**src/rtl/bus_addr_ctrl.sv**
```systemverilog
// -----------------------------------------------------------------------------
// bus_addr_ctrl
//
// Registered bus address decoder and transfer controller. It sits between the
// arbiter grant path and the slave memories/peripherals. A request accepted in
// IDLE is decoded into a one-hot slave select over N_SLV equal, contiguous
// windows of 2**SPAN_W bytes. The transfer is then tracked until the selected
// slave acknowledges it or the ack timeout expires. Unmapped addresses
// complete immediately with an error.
//
// Handshake contract (single place it is written down):
//   - m_req/m_addr are sampled only on a rising edge while the FSM is in IDLE.
//     Requests seen while busy are dropped and never queued.
//   - s_ack is sampled only in ACCESS, and only the bit of the selected slave
//     counts. The other bits, and all of s_ack in IDLE/RESP, are ignored.
//   - Every accepted request yields exactly one RESP cycle. In that cycle
//     either m_ack or m_err is high, never both, and busy is still high.
//
// Parameters
//   ADDR_W   master address width
//   N_SLV    number of slave windows (1..16)
//   SPAN_W   log2 of window size; window i = [i<<SPAN_W, (i+1)<<SPAN_W)
//   TIMEOUT  max ACCESS cycles waiting for ack; 0 disables the timeout
//
// Ports
//   clk        in   1        clock, rising edge
//   reset      in   1        synchronous, active-high reset
//   m_req      in   1        master request (sampled in IDLE only)
//   m_addr     in   ADDR_W   master address, sampled with m_req
//   s_ack      in   N_SLV    per-slave acknowledge
//   s_sel      out  N_SLV    one-hot slave select, registered, 0 outside ACCESS
//   s_offset   out  SPAN_W   latched window-local offset, valid in ACCESS
//   m_ack      out  1        one-cycle pulse: transfer completed
//   m_err      out  1        one-cycle pulse: unmapped address or timeout
//   busy       out  1        high in ACCESS and RESP
//   dbg_state  out  2        current FSM state, for checkers and debug
// -----------------------------------------------------------------------------
module bus_addr_ctrl #(
    parameter int ADDR_W  = 8,
    parameter int N_SLV   = 4,
    parameter int SPAN_W  = 5,
    parameter int TIMEOUT = 15
) (
    input  logic              clk,
    input  logic              reset,
    input  logic              m_req,
    input  logic [ADDR_W-1:0] m_addr,
    input  logic [N_SLV-1:0]  s_ack,
    output logic [N_SLV-1:0]  s_sel,
    output logic [SPAN_W-1:0] s_offset,
    output logic              m_ack,
    output logic              m_err,
    output logic              busy,
    output logic [1:0]        dbg_state
);

    // Width of the window index field above the offset bits.
    localparam int IDX_W = ADDR_W - SPAN_W;

    // The counter only has to reach TIMEOUT-1, so $clog2(TIMEOUT+1) bits are
    // always enough. It keeps at least one bit so the disabled case still
    // elaborates.
    localparam int CNT_W = (TIMEOUT > 0) ? $clog2(TIMEOUT + 1) : 1;

    // Counter value that, without an ack, ends the ACCESS phase.
    localparam logic [CNT_W-1:0] CNT_LAST = CNT_W'((TIMEOUT > 0) ? TIMEOUT - 1 : 0);

    typedef enum logic [1:0] {
        IDLE   = 2'd0,
        ACCESS = 2'd1,
        RESP   = 2'd2
    } state_t;

    state_t             state;
    logic [CNT_W-1:0]   cnt;

    // Decode of the incoming address. This only matters in IDLE, where the
    // request is sampled.
    logic [IDX_W-1:0]   idx;
    logic               mapped;
    logic [N_SLV-1:0]   dec_sel;
    logic               sel_ack;
    logic               timed_out;

    always_comb begin
        idx     = m_addr[ADDR_W-1:SPAN_W];
        // Compare at 32 bits so the index field may be narrower or wider
        // than what N_SLV needs.
        mapped  = (32'(idx) < 32'(N_SLV));
        dec_sel = '0;
        for (int i = 0; i < N_SLV; i++) begin
            dec_sel[i] = (32'(idx) == 32'(i));
        end
    end

    // s_sel is one-hot in ACCESS, so masking s_ack with it picks out the
    // selected slave's ack and ignores every other bit.
    assign sel_ack   = |(s_ack & s_sel);
    assign timed_out = (TIMEOUT != 0) && (cnt == CNT_LAST);

    assign dbg_state = state;

    // Single registered FSM. Every output is a flop updated here, so the
    // outputs change only on the rising clock edge.
    always_ff @(posedge clk) begin
        if (reset) begin
            state    <= IDLE;
            s_sel    <= '0;
            s_offset <= '0;
            m_ack    <= 1'b0;
            m_err    <= 1'b0;
            busy     <= 1'b0;
            cnt      <= '0;
        end else begin
            // Response flags are pulses. They default low and are set only
            // on the edge that enters RESP.
            m_ack <= 1'b0;
            m_err <= 1'b0;

            case (state)
                IDLE: begin
                    s_sel    <= '0;
                    s_offset <= '0;
                    busy     <= 1'b0;
                    cnt      <= '0;
                    if (m_req) begin
                        busy <= 1'b1;
                        if (mapped) begin
                            state    <= ACCESS;
                            s_sel    <= dec_sel;
                            s_offset <= m_addr[SPAN_W-1:0];
                        end else begin
                            // No slave owns this address. Report the error
                            // straight away and never drive a select.
                            state <= RESP;
                            m_err <= 1'b1;
                        end
                    end
                end

                ACCESS: begin
                    if (sel_ack) begin
                        // The ack takes priority over a timeout in the same
                        // cycle.
                        state    <= RESP;
                        s_sel    <= '0;
                        s_offset <= '0;
                        m_ack    <= 1'b1;
                    end else if (timed_out) begin
                        state    <= RESP;
                        s_sel    <= '0;
                        s_offset <= '0;
                        m_err    <= 1'b1;
                    end else if (TIMEOUT != 0) begin
                        // This is bounded by the timeout check above, so it
                        // never wraps. With the timeout disabled the counter
                        // just holds at 0.
                        cnt <= cnt + 1'b1;
                    end
                end

                RESP: begin
                    // RESP always lasts one cycle. A request seen here is
                    // dropped.
                    state    <= IDLE;
                    s_sel    <= '0;
                    s_offset <= '0;
                    busy     <= 1'b0;
                    cnt      <= '0;
                end

                default: begin
                    state    <= IDLE;
                    s_sel    <= '0;
                    s_offset <= '0;
                    busy     <= 1'b0;
                    cnt      <= '0;
                end
            endcase
        end
    end

    // Structural invariants of the select and response outputs.
    a_sel_onehot0 : assert property (@(posedge clk) disable iff (reset)
        $onehot0(s_sel));
    a_resp_exclusive : assert property (@(posedge clk) disable iff (reset)
        !(m_ack && m_err));
    a_sel_implies_busy : assert property (@(posedge clk) disable iff (reset)
        (s_sel != '0) |-> busy);

endmodule

```
**config.mk**
```make
export PLATFORM = sky130hd
export DESIGN_NAME = bus_addr_ctrl
export DESIGN_NICKNAME = d
export VERILOG_FILES = /design/src/rtl/bus_addr_ctrl.sv
export SDC_FILE = /design/constraint.sdc
export NUM_CORES = 1
export LEC_CHECK = 0
export ABC_AREA = 1
export CAP_MARGIN = 20
export CORE_MARGIN = 5
export CORE_UTILIZATION = 43
export DETAILED_ROUTE_END_ITERATION = 16
export PLACE_DENSITY = 0.82
export SYNTH_ARGS = -nofsm -noshare
export SYNTH_HDL_FRONTEND = slang
export SYNTH_SLANG_ARGS = --single-unit
```
**constraint.sdc**
```tcl
create_clock -name clk -period 1.4 [get_ports clk]
set_input_delay 0.14 -clock clk [delete_from_list [all_inputs] [get_ports clk]]
set_output_delay 0.14 -clock clk [all_outputs]
set_load 0.005 [all_outputs]
```
==> results of run 1 <==
-- power breakdown --
group	total (W)	leakage [nW]	internal, W	switching, W
clock network	0.000320	0.0210	0.000159	0.000161
registers	0.000546	0.147	0.000530	0.0000151
logic	0.000166	0.297	0.0000899	0.0000759
total	0.00103	0.465	0.000779	0.000253
-- path summary, 6_finish.rpt --
check | endpoint | cells past startpoint | slack [ps] | from
max | dbg_state[0] | 1 | 40 | dbg_state[0]
min | s_offset[0] | 3 | 400 | m_addr[0]
max reg2reg | cnt[2] | 6 | 60 | s_sel[2]
min reg2reg | busy | 2 | 470 | busy
-- cell families (layout without fill, tap and decap cells) --
family	after synthesis	after routing	share of synthesized area, %
AOI/OAI and AO/OA	17	17	10.6
xor gates and xnor gates	1	1	1.06
adders and majority gates	2	2	3.03
buffers and inverters	11	43	6.96
DFF	18	18	43.6
and+or+nand+nor	54	54	34.8
-- layout make-up --
type,instances,area [um^2],area share (%)
inverter,7,26.3,2.22
sequential,18,363,30.7
tap,25,31.3,2.64
timing repair buffer,32,310,26.2
clock buffer,4,36.3,3.07
multi-input combinational,74,417,35.2
-- layer usage --
layer	vias up	global-route usage, %	wire length (um)
met4	0	7.66	36
met3	6	3.32	146
met5	-	0	0
met2	33	25.2	1050
li1	417	-	-
met1	378	18.3	876
-- registers in the layout, indices dropped and copies added, names as in the netlist --
signal     cells
s_offset       5
cnt            4
s_sel          4
dbg_state      2
busy           1
m_ack          1
m_err          1
-- per-stage QoR --
| step | utilization, % | total power (W) | setup slack (ps) | setup TNS, ps | cell area (um^2) |
|---|---|---|---|---|---|
| 6_report | 66.4 | 0.00103 | 41.9 | 0 | 1180 |
| 3_5_place_dp | 63.8 | 0.000721 | -99.5 | -460 | 1140 |
| 3_3_place_gp | 63.8 | 0.000716 | -10.5 | -23.3 | 1140 |
| 2_1_floorplan | - | 0.000629 | 196 | 0 | 827 |
| 5_1_grt | 66.4 | 0.00108 | -47.7 | -47.7 | 1180 |
| 4_1_cts | 66.0 | 0.00104 | 39.8 | 0 | 1180 |
-- layout by cell type (no fill, tap or decap) --
| cell | netlist | layout |
|---|---|---|
| buf_4 | 0 | 4 |
| nor2_4 | 1 | 1 |
| nand3_4 | 0 | 1 |
| o211ai_1 | 1 | 1 |
| dfxtp_2 | 0 | 2 |
| clkbuf_4 | 0 | 3 |
| nor2_2 | 2 | 2 |
| inv_1 | 7 | 7 |
| dfxtp_1 | 18 | 16 |
| a21oi_1 | 16 | 16 |
| clkdlybuf4s50_1 | 0 | 28 |
| nand2_1 | 19 | 19 |
| nand2_2 | 2 | 2 |
| nand4_1 | 10 | 10 |
| nor2_1 | 6 | 6 |
| nand3b_1 | 2 | 2 |
| nand3_1 | 10 | 10 |
| clkbuf_8 | 0 | 1 |
| nor2_8 | 1 | 1 |
| xor2_1 | 1 | 1 |
| ha_1 | 2 | 2 |
-- repair_timing --
item | CTS | global route
resized for setup | 2 | 1
pin swaps | 0 | 0
endpoints found under the setup margin | 2 | 4
==> impl.org, run 1 <==
** Run status
- Run status :: completed

** Route
- After detailed routing, the number of remaining DRC violations is 0.
- After detailed routing, the total wire length is approximately 2100 um.
- Vias :: 834
- Number of antenna-violating nets in the routed design :: 0
- For this block, the initial DRC count from the detailed router was 20.
- Using the TritonRoute via totals, the vias-per-cell ratio works out to around 5.2.
- Dividing the detail-routed wire length by the instance count gives 13.2 um.
- Number of detailed-route iterations in the first pass :: 4

** Power
- Summed over all cells, the static leakage comes to between 0.4 and 0.5 nW.
- Peak supply drop :: around 0.59 mV
- P per Cell Area :: 871 nW/um^2

** Setup path
- Kind of capture point of the worst setup path :: output port
- Peak per-stage delay on the critical path :: around 520 ps
- The worst setup path is of the reg2out kind.
- Critical path buffers and inverters :: 1
- At the worst endpoint, the arrival time is 1220 ps.
- At the worst endpoint, the required time is between 1000 and 1500 ps.
- Slowest CP cell :: clkdlybuf4s50_1
- Largest fanout on the critical path :: 6
- In this design, the largest share of critical-path delay is due to buffers and inverters.
- The worst setup path is launched from a flip-flop.
- Sequence of cells on the critical path :: clkdlybuf4s50_1

** Synth
- The synthesized netlist occupies a cell area of between 800 and 900 um^2.
- Count of synthesis-stage warnings from yosys :: 0
- Synthesis produced between 100 and 150 cells.
- By instance count, the leading cell after synthesis is nand2_1.
- Post-synth top cells :: nand2_1 (19), dfxtp_1 (18), a21oi_1 (16)
- Post-Syn Area per Cell :: roughly 8.0 um^2
- Number of synthesized flops with an enable pin :: 0
- Of all flip-flops after synthesis, the portion carrying an async set or reset was 0%.
- When the netlist entered floorplanning its net count stood at 120.
- Top post-synthesis cells by area :: dfxtp_1 (44%), a21oi_1 (9.7%), nand2_1 (8.6%)
- Number of flip-flops and latches in the synthesized netlist :: 18
- Counting distinct cell types in the post-synthesis netlist gives 19.
- Most used flip-flop cell after synthesis :: dfxtp_1
- Summing the sequential cell areas from Yosys gives 43.6% of the chip area.
- The synthesized design devotes to its leading area cell type approximately 44% of total area.
- Summed over all instances, the cell type with the most area after synthesis is dfxtp_1.

** STA
- Fin. Hold Viols :: 0
- Max Transition Viols Final :: 0
- Minimum hold slack :: 396 ps
- Finish-stage setup viols :: 0
- Timing would allow up to between 0.7 and 0.8 GHz.
- Dividing the final minimum period by the clock period gives 97.0%.
- The clock arrives with roughly 6.9 ps of skew.
- Post-route minimum period :: 1360 ps
- Headroom to the max-slew limit came out at around three quarters.
- For the pin with the worst max-slew slack, the measured transition is 392 ps.

** Worst hold path
- The path class of the tightest hold or removal check is in2reg.

** Clocking
- Clock root buffer master :: clkbuf_4
- Sink count of the clock tree :: 18
- After clock tree synthesis, the clock-pin slew on the worst setup and hold paths is approximately 110 ps.
- In this run the deepest clock path goes through 2 buffers.
- Once the clock tree was built, the setup fixing pass inserted 0 buffers.
- The later pin in the worst-skew pair is clocked with a latency of approximately 290 ps.
- Number of buffers created by CTS :: 3
- Clock tree from TritonCTS :: built
- In this run the number of H-tree levels came out at 1.
- In this run, post-CTS hold repair placed 0 buffers.

** Global route
- The first global-routing pass estimated between 3000 and 4000 um of wire.
- The number of global-route vias before repair was 770.
- Global routing finished with a remaining overflow of 0.
- The initial antenna violation count is 0.
- GR Util All Layers :: around 15%
- Maximum number of pins on one net before global-route repair :: 19

** Placement
- Including well taps, the total number of placed cells is roughly 160.
- HPWL reported at the end of detailed placement :: 1530 um
- The congestion estimate from routability-driven global placement came to a little under 0.8.
- Buffers placed on the I/O ports in this run total 28.

** Final layout
- The area growth from synthesis to layout is 43.1%.
- Post-route non-filler standard cell count :: 160
- Final-layout fill cell count :: roughly 150
- 0 antenna diodes ended up in the layout.
- The final layout contains between 150 and 200 nets.
- Fraction of final layout cells sized beyond drive strength 1 :: between 10 and 15%

** Floorplanning
- In this run the vertical extent of the chip is 53.9 um.
- Floorplan die area :: 2900 um^2
- Initial cell density of the core :: approximately 46%
- The region available for standard cell placement spans around 1800 um^2.
- In this run the count of I/O pins placed on the die edge is 29.
- Horizontal die dimension :: 53.9 um
- The floorplan has 15 rows.

** Run
- The tool flagged a number of max-cap violations equal to 0.
No activity file was read; power rests on OpenSTA's default activity.
==> run 2: changes to the inputs <==
Settings changed: CELL_PAD_IN_SITES_DETAIL_PLACEMENT set to 1, CELL_PAD_IN_SITES_GLOBAL_PLACEMENT set to 2, CORE_UTILIZATION 43 to 24.
==> run 2 against run 1 <==
- count of clock-buffer cells in the layout unchanged
- first-iteration DRC count shrank 40%
- setup slack improved by 36 ps
- via count down 0.84%
- power up 0.55%
==> impl.org, run 2 (synthesis results as in run 1) <==
** Run status
- Run status :: completed

** Global route
- Initial antenna violation count :: 0 (unchanged)
- The number of global-route vias before repair was 897 (+16%).
- Total congestion overflow :: 0 (unchanged)
- The maximum number of pins on one net before global-route repair was 19 (unchanged).
- The combined global-route utilization of all metal layers came to 10.8% (-4.4 points).
- The wire length of the first global-routing pass came to 3880 um (+22%).

** Clocking
- The number of buffers created by CTS is 3 (unchanged).
- Skew-Pair Late Insertion Delay :: 290 ps (about the same)
- The maximum level of the CTS H-tree came to 1 (unchanged).
- The total of hold buffers inserted after clock tree synthesis is 0 (unchanged).
- Sink count of the clock tree :: 18 (unchanged)
- The clock slew seen by the registers of the worst setup and hold paths came to 110 ps (about the same).
- TritonCTS built the clock tree.
- The tree is rooted in a clkbuf_4.
- Clock Tree Buf Depth :: 2 (unchanged)
- The post-CTS repair timing setup buffer count came to 0 (unchanged).

** STA
- Tightest Pin Transition :: 255 ps (-137 ps)
- The relative slew slack was 82.9% (+9.1 points).
- Setup repair after global routing missed its margin :: no
- Max Transition Viols Final :: 0 (unchanged)
- Worst clock skew :: 4.63 ps (-2.30 ps)
- The count of endpoints failing hold in the final timing report was 0 (unchanged).
- Finish-stage setup viols :: 0 (unchanged)
- The minimum clock period after layout came to 1320 ps (-35.6 ps).
- Minimum hold slack :: 401 ps (+5.76 ps)
- Tcrit/Tclk final :: 94.5% (-2.5 points)
- The maximum frequency from static timing analysis was 0.756 GHz (+2.7%).
- The accumulated negative setup slack came to 0 ps (unchanged).

** Setup path
- The required arrival time at the worst endpoint is 1260 ps (about the same).
- Family of cells with the greatest summed delay on the critical path :: buffers and inverters
- The slowest stage of the critical path is the clkdlybuf4s50_1 cell.
- Kind of capture point of the worst setup path :: output port
- STA classifies the critical path startpoint as a flip-flop.
- The number of buffer and inverter stages on the critical path came to 1 (unchanged).
- Arrival time of data at the critical path endpoint :: 1180 ps (-40 ps)
- The critical path goes through clkdlybuf4s50_1.
- The delay of the slowest cell on the worst path is 520 ps (about the same).
- The critical path is of the reg2out type.
- Largest fanout on the critical path :: 3 (-3)

** Route
- The mean number of vias per cell is 4.49 (-14%).
- The average wire per cell in the routed design was 12.5 um (-5.1%).
- Number of DRC violations after detailed routing :: 0 (unchanged)
- The violation count after the first detailed-route iteration is 12 (-40%).
- Vias :: 827 (-0.84%)
- The post-detailed-route count of antenna-violating nets was 0 (unchanged).
- Total wire length :: 2310 um (+9.1%)
- The first-pass detailed-route iteration total was 4 (unchanged).

** Floorplanning
- Die Y :: 68.7 um (+28%)
- The placeable core area is 3340 um^2 (+87%).
- Initial cell density of the core :: 24.8% (-22 points)
- The overall die area is 4720 um^2 (+63%).
- The count of boundary I/O pins came to 29 (unchanged).
- Horizontal die dimension :: 68.7 um (+28%)
- The number of rows created at floorplan came to 21 (+6).

** Run
- Reported max-cap violation count :: 0 (unchanged)

** Final layout
- Leaving out fill and tap cells, the most frequent cell in the layout is clkdlybuf4s50_1.
- Biggest registers after layout :: s_offset: 5 flops, cnt: 4 flops, s_sel: 4 flops
- Max reg flops :: 5 (unchanged)
- Relative to the synthesized area, the layout overhead comes to 50.4%.
- Final-layout fill cell count :: 414 (+180%)
- The layout net count came to 156 (+2.0%).
- FF/Latch Area :: 369 um^2 (+1.7%)
- Counting flops per register, the top entry is s_offset.
- The combined area of the multi-input logic cells is 409 um^2 (-1.8%).
- The number of antenna cells inserted was 0 (unchanged).
- In the layout the commonest cells are clkdlybuf4s50_1 (28), nand2_1 (19), a21oi_1 (16), dfxtp_1 (15).
- Fraction of final layout cells sized beyond drive strength 1 :: 15.2% (+2.6 points)

** Power
- The worst supply voltage drop on vdd was 0.353 mV (-40%).
- P per Cell Area :: 834 nW/um^2 (-4.3%)
- The static leakage power came to 0.485 nW (+4.3%).

** Placement
- The count of port buffers added during placement was 28 (unchanged).
- Final Wtd Congestion :: 0.716 (-6.9%)
- The half-perimeter wire length after detailed placement was 1810 um (+18%).

** Worst hold path
- Worst hold-check path type :: in2reg
run 2: where the power goes:
group	leakage (nW)	switching, W	internal, W
clock	0.0210	0.000162	0.000158
sequential	0.148	0.0000148	0.000529
combinational	0.316	0.0000787	0.0000944
run 2: what timing repair did:
| action | 4_1_cts | 5_1_grt |
|---|---|---|
| gates cloned | 0 | 0 |
| resized for setup | 2 | 3 |
| endpoints found under the setup margin | 2 | 3 |
run 2: cell type report:
class | count | area share (%)
Clock buffer | 4 | 2.92
Inverter | 7 | 2.11
Multi-Input combinational cell | 74 | 32.9
Sequential cell | 18 | 29.7
Tap cell | 46 | 4.63
Timing Repair Buffer | 35 | 27.8
run 2: worst paths after layout:
| path | startpoint | end | slack, ps | cells past startpoint |
|---|---|---|---|---|
| setup / recovery | s_sel[3] | s_sel[3] | 80 | 1 |
| hold / removal | m_addr[1] | s_offset[1] | 400 | 3 |
| setup reg to reg | cnt[0] | s_sel[2] | 180 | 6 |
| hold reg to reg | busy | busy | 480 | 2 |
run 2: metrics by stage:
| stage | total power, W | instances | util [%] | instance area, um^2 | worst slack (ps) |
|---|---|---|---|---|---|
| 2_1_floorplan | 0.000629 | 103 | - | 827 | 196 |
| 3_3_place_gp | 0.000725 | 180 | 35.9 | 1200 | 61.9 |
| 3_5_place_dp | 0.000730 | 180 | 35.9 | 1200 | 33.8 |
| 4_1_cts | 0.00105 | 184 | 37.1 | 1240 | 39.4 |
| 5_1_grt | 0.00110 | 184 | 37.3 | 1240 | 1.65 |
| 6_report | 0.00104 | 184 | 37.3 | 1240 | 77.5 |
run 2: routing by layer:
metal	routed length, um	track usage [%]	share of wire, %	up-vias
li1	-	-	-	420
met1	1050	12.9	46	392
met2	1150	18.8	50	13
met3	77	2.11	3.3	2
met4	21	4.38	0.91	0
met5	0	0	0	-
run 2: tightest hold or removal path, cell delays in order:
cell             delay, ps
clkdlybuf4s50_1        390
nand2_1                 60
a21oi_1                 60
==> variant 1: new RTL, flow settings as in run 1 <==
Change the parameter `TIMEOUT` from 15 to 16.
--- a/src/rtl/bus_addr_ctrl.sv
+++ b/src/rtl/bus_addr_ctrl.sv
@@ -39,7 +39,7 @@
     parameter int ADDR_W  = 8,
     parameter int N_SLV   = 4,
     parameter int SPAN_W  = 5,
-    parameter int TIMEOUT = 15
+    parameter int TIMEOUT = 16
 ) (
     input  logic              clk,
     input  logic              reset,
Check against the original RTL: no difference found for any inputs over 10 cycles, from zero or initial values and one cycle with reset high; that may be too few to reach the edited logic, so the function may still have changed.
==> variant 1 against run 1 <==
- first-iteration DRC count unchanged
- wire length up 14%
- clock power down 16%
- area after synthesis up 5.1%
- cell area up 14%
- setup slack worse by 0.0064 ns
- final cell count up 11%
- via count up 7.7%
- core utilization up 3.0 points
- power down 1.1%
- sequential cell count up 1
==> variant 1: results (changes against run 1) <==
| Metric | Value |
|---|---|
| First-pass GRT wire length | 3.66 mm (+15%) |
| Hold Crit Start | m_addr[3] |
| Sw Share | 25.2% (+0.72 points) |
| Clock Skews | 0.00412 ns (-0.00280 ns) |
| N_diodes | 0 (unchanged) |
| PortBufs | 28 (unchanged) |
| Via-to-Cell Ratio | 5.07 (-2.7%) |
| WP data arrival | 1.55 ns (+0.33 ns) |
| Syn Nets | 127 (+5.8%) |
| Max_slew headroom | 81.2% (+7.4 points) |
| CTS H-tree lvls | 1 (unchanged) |
| Sequential-to-total area share from yosys stat | 43.7% (+0.17 points) |
| Vias in the first global route | 839 (+9.0%) |
| Commonest cells in the netlist | nand2_1 (21), dfxtp_1 (19), a21oi_1 (17) |
| Reg-to-Reg End | dbg_state[1] |
| Clock Latency Late Sink | between 0.2 and 0.3 ns |
| Hold path endpoint | s_offset[3] |
| Status | finished clean |
| DR iter-0 viols | 20 (unchanged) |
| Worst-case clock buffer depth | 2 (unchanged) |
| Share of layout cells above drive strength 1 | 26.7% (+14 points) |
| Final Cycle Share | 97.5% (+0.46 points) |
| Final non-filler cell total | 177 (+11%) |
| CTS Buf Count | 3 (unchanged) |
| CTS root buffer | clkbuf_4 |
| Fin nets | 168 (+9.8%) |
| Post-Synthesis Cells | 110 (+6.8%) |
| Peak supply drop | 613 uV (+4.5%) |
| Xor and xnor area share after synthesis | 1.01% (-0.052 points) |
| Hold path cells | 3 (unchanged) |
| Initial antenna violation count | 0 (unchanged) |
| Synth area leaders | dfxtp_1 (44%), a21oi_1 (9.8%), nand2_1 (9.1%) |
| Reg2reg setup slack | 0.04 ns (-0.02 ns) |
| Worst Path Max Fanout | 7 (+1) |
| Top flop regs | cnt x5, s_offset x5, s_sel x4 |
| Yosys top cell area share | 43.7% (+0.17 points) |
| R2r startpoint | cnt[0] |
| Post-synthesis adder-cell area fraction | 2.88% (-0.15 points) |
| Leakage | 0.536 nW (+15%) |
| Multiplexer area fraction after synthesis | 0% (unchanged) |
| Pre-CTS setup slack | -0.0440 ns (+0.0555 ns) |
| Drt total wl | 2.41 mm (+14%) |
| DR pass1 iterations | 4 (unchanged) |
| HPWL after DPL | 1.73 mm (+13%) |
| Routability congestion estimate | 0.800 (+4.0%) |
| Clock Pin Slew Worst Setup and Hold Paths | 0.11 ns (about the same) |
| GRT Util Overall | 16.5% (+1.4 points) |
| # fillers | 162 (+10%) |
| Worst r2r path cells | 9 (+3) |
| Compound-cell area share of the yosys netlist | 10.6% (+0.057 points) |
| Yosys cell types | 19 (unchanged) |
variant 1: area by class of cell:
class,instances,area share [%]
clock buffer,4,1.95
inverter,11,3.25
multi-input combinational,76,35.2
sequential,19,28.8
tap,27,2.51
timing repair buffer,40,28.3
variant 1: through the flow:
step,cell area [um2],utilization (%),hold slack (ns)
finish,1350,69.4,0.408
global route,1350,69.4,0.410
CTS,1270,65.3,0.412
detailed placement,1220,62.6,0.457
global placement,1220,62.6,0.447
floorplan,870,-,0.209
variant 1: cell families after synthesis:
| kind of cell | count (synthesis) |
|---|---|
| compound gates | 18 |
| xor+xnor | 1 |
| fa+ha+maj | 2 |
| buf+inv | 15 |
| flops | 19 |
| simple gates | 55 |
variant 1: power by group through the flow:
stage	Clock (mW)	Sequential, mW	Combinational [mW]
final	0.269	0.575	0.176
after global routing	0.300	0.578	0.192
after global placement	0	0.584	0.164
after CTS	0.270	0.574	0.171
after detailed placement	0	0.585	0.170
after floorplan	0	0.585	0.0733
variant 1: per-layer routing:
layer | vias to the layer above | global-route usage [%] | wire length (um)
li1 | 450 | - | -
met1 | 426 | 19.8 | 1020
met2 | 18 | 31.3 | 1270
met3 | 4 | 2.68 | 82
met4 | 0 | 2.43 | 29
met5 | - | 0 | 0
variant 1: critical path, cell delays in order, from the launching register on:
cell and delay (ns):
dfxtp_2 0.35, ha_4 0.16, nand2_2 0.06, nor2_2 0.04, ha_2 0.20, inv_4 0.10
buf_4 0.12, nand3_2 0.07, o211ai_1 0.10, inv_1 0.05
variant 1: worst max-delay path by stage:
stage | startpoint | to | cells past startpoint
final | cnt[0] | dbg_state[1] | 9
after global routing | cnt[1] | cnt[3] | 8
after CTS | cnt[0] | s_sel[2] | 8
after detailed placement | s_ack[3] | cnt[1] | 7
after global placement | s_ack[3] | cnt[1] | 7
after floorplan | cnt[0] | cnt[1] | 8
variant 1: what timing repair did:
action	CTS	global route
pin swaps	0	5
gates resized for setup	2	20
cloned	0	0
setup buffers	3	1
setup endpoints to repair	10	15
hold buffers	0	0
endpoints found under the hold margin	0	0
==> variant 2: new RTL, settings of run 1 <==
Made on the original files. Reset style: asynchronous (`reset`), changed in one clocked block. Comments in the files are not updated.
--- a/src/rtl/bus_addr_ctrl.sv
+++ b/src/rtl/bus_addr_ctrl.sv
@@ -102,7 +102,7 @@
 
     // Single registered FSM. Every output is a flop updated here, so the
     // outputs change only on the rising clock edge.
-    always_ff @(posedge clk) begin
+    always_ff @(posedge clk or posedge reset) begin
         if (reset) begin
             state    <= IDLE;
             s_sel    <= '0;
Check against the original RTL: differs if reset is asserted again (counterexample within 4 cycles, from zero or initial values and one cycle with reset high); with reset held inactive, the same outputs for 10 cycles.
==> variant 2 against run 1 <==
- core utilization decreased by 5.6 points
- register-to-register slack improved by 0.07 ns
- final cell count decreased by 5.6%
- critical endpoint is now s_sel[0]
- count of clock-buffer cells in the layout decreased by 1
- first-iteration DRC count decreased by 75%
- setup slack improved by 0.016 ns
- wire length decreased by 14%
- via count decreased by 11%
- area after synthesis increased by 1.7%
- sequential cell count unchanged
- cell area decreased by 1.4%
Power is not compared: it rests on default switching activity, and its combinational part moved more than twofold at a synthesized area within 25%.
==> variant 2: results (changes against run 1) <==
| Metric | Value |
|---|---|
| Status | finished clean |
| Routability congestion estimate | 0.832 (+8.2%) |
| Critical Path Slowest Stage Cell | clkdlybuf4s50_1 |
| Drt drc | 0 (unchanged) |
| DR vias | 740 (-11%) |
| Leakage | a little over 0.6 nW |
| Clock Skews | 0.000948 ns (-0.00598 ns) |
| Share of layout cells above drive strength 1 | 7.26% (-5.3 points) |
| Vias in the first global route | 715 (-7.1%) |
| DR pass1 iterations | 4 (unchanged) |
| Fmax | 745 MHz (+1.2%) |
| Least-Margin Pin Slew | 0.327 ns (-0.0646 ns) |
| WL/cell | 12.0 um (-8.9%) |
| Post-DRT Antenna Nets | 0 (unchanged) |
| Sequential-to-total area share from yosys stat | 53.6% (+10 points) |
| Syn Nets | 111 (-7.5%) |
| Synth area leaders | dfrtp_1 (54%), nand2_1 (15%), nand3_1 (10%) |
| Main synth FF type | dfrtp_1 |
| Max stage delay on crit path | 0.52 ns (about the same) |
| Worst-case clock buffer depth | 2 (unchanged) |
| DR iter-0 viols | 5 (-75%) |
| N_diodes | 0 (unchanged) |
| Reg2reg setup slack | 0.13 ns (+0.07 ns) |
| CTS root buffer | clkbuf_4 |
| Count leader, synth | nand2_1 |
| First-pass GRT wire length | 3.03 mm (-5.0%) |
| CTS Buf Count | 3 (unchanged) |
| Pre-CTS setup slack | 0.0678 ns (+0.167 ns) |
| Clock Pin Slew Worst Setup and Hold Paths | about 0.10 ns |
| WP data arrival | 1.20 ns (-0.02 ns) |
| Yosys cell types | 18 (-1) |
| Fin nets | 143 (-6.5%) |
| CP bufs+invs | 1 (unchanged) |
| Clock Latency Late Sink | ~0.28 ns |
| Cell family with most CP delay | buffers and inverters |
| GRT Util Overall | 14.3% (-0.93 points) |
| Commonest cells in the netlist | nand2_1 (33), dfrtp_1 (18), nand3_1 (17) |
| Worst Path Max Fanout | 3 (-3) |
| HPWL after DPL | 1.42 mm (-7.4%) |
| Max cap viols | 0 (unchanged) |
| Worst hold path type | in -> async |
| FFs w/ async S/R, synth | 100% (+100 points) |
| PortBufs | 28 (unchanged) |
variant 2: where the power goes:
group / leakage [nW] / switching, mW / internal [mW]
logic: 0.365 / 0.294 / 0.278
registers: 0.243 / 0.0792 / 0.625
clock network: 0.0138 / 0.151 / 0.0999
total: 0.622 / 0.524 / 1.00
variant 2: worst paths after layout:
kind,start,cells past startpoint,endpoint
max in group asynchronous,reset,3,s_offset[0]
worst min-delay path,reset,3,s_offset[2]
worst max-delay path,s_sel[0],1,s_sel[0]
worst max register to register,cnt[0],7,s_sel[1]
worst min register to register,busy,2,busy
min in group clk,m_addr[3],3,s_offset[3]
variant 2: area by class of cell:
type	count	area, um2
clock buffers	3	22.5
fillers	166	754
inverters	9	36.3
multi-input cells	65	334
flip-flops and latches	18	450
well taps	27	33.8
repair buffers	29	290
variant 2: repair_timing:
| item | 4_1_cts | 5_1_grt |
|---|---|---|
| setup buffers | 0 | 0 |
| resized for setup | 0 | 2 |
| endpoints found under the setup margin | 0 | 3 |
variant 2: cell families after synthesis:
logic type / synth area share, %
buf+inv: 6.70
xor+xnor: 2.08
flops: 53.6
compound gates: 4.31
fa+ha+maj: 2.98
simple gates: 30.4
variant 2: metrics by stage:
| step | util (%) | std cells | hold WS (ns) | instance area (um2) |
|---|---|---|---|---|
| 5_1_grt | 60.7 | 151 | 0.190 | 1170 |
| 6_report | 60.7 | 151 | 0.160 | 1170 |
| 4_1_cts | 60.5 | 151 | 0.158 | 1160 |
| 3_3_place_gp | 59.3 | 148 | 0.460 | 1140 |
| 3_5_place_dp | 59.3 | 148 | 0.472 | 1140 |
| 2_1_floorplan | - | 94 | 0.0786 | 841 |
variant 2: routing by layer:
layer	up-vias	wire length (um)	track usage (%)
met5	-	0	0
met4	0	36	7.47
met3	4	33	1.63
met2	10	980	25.7
met1	360	766	16.4
li1	366	-	-
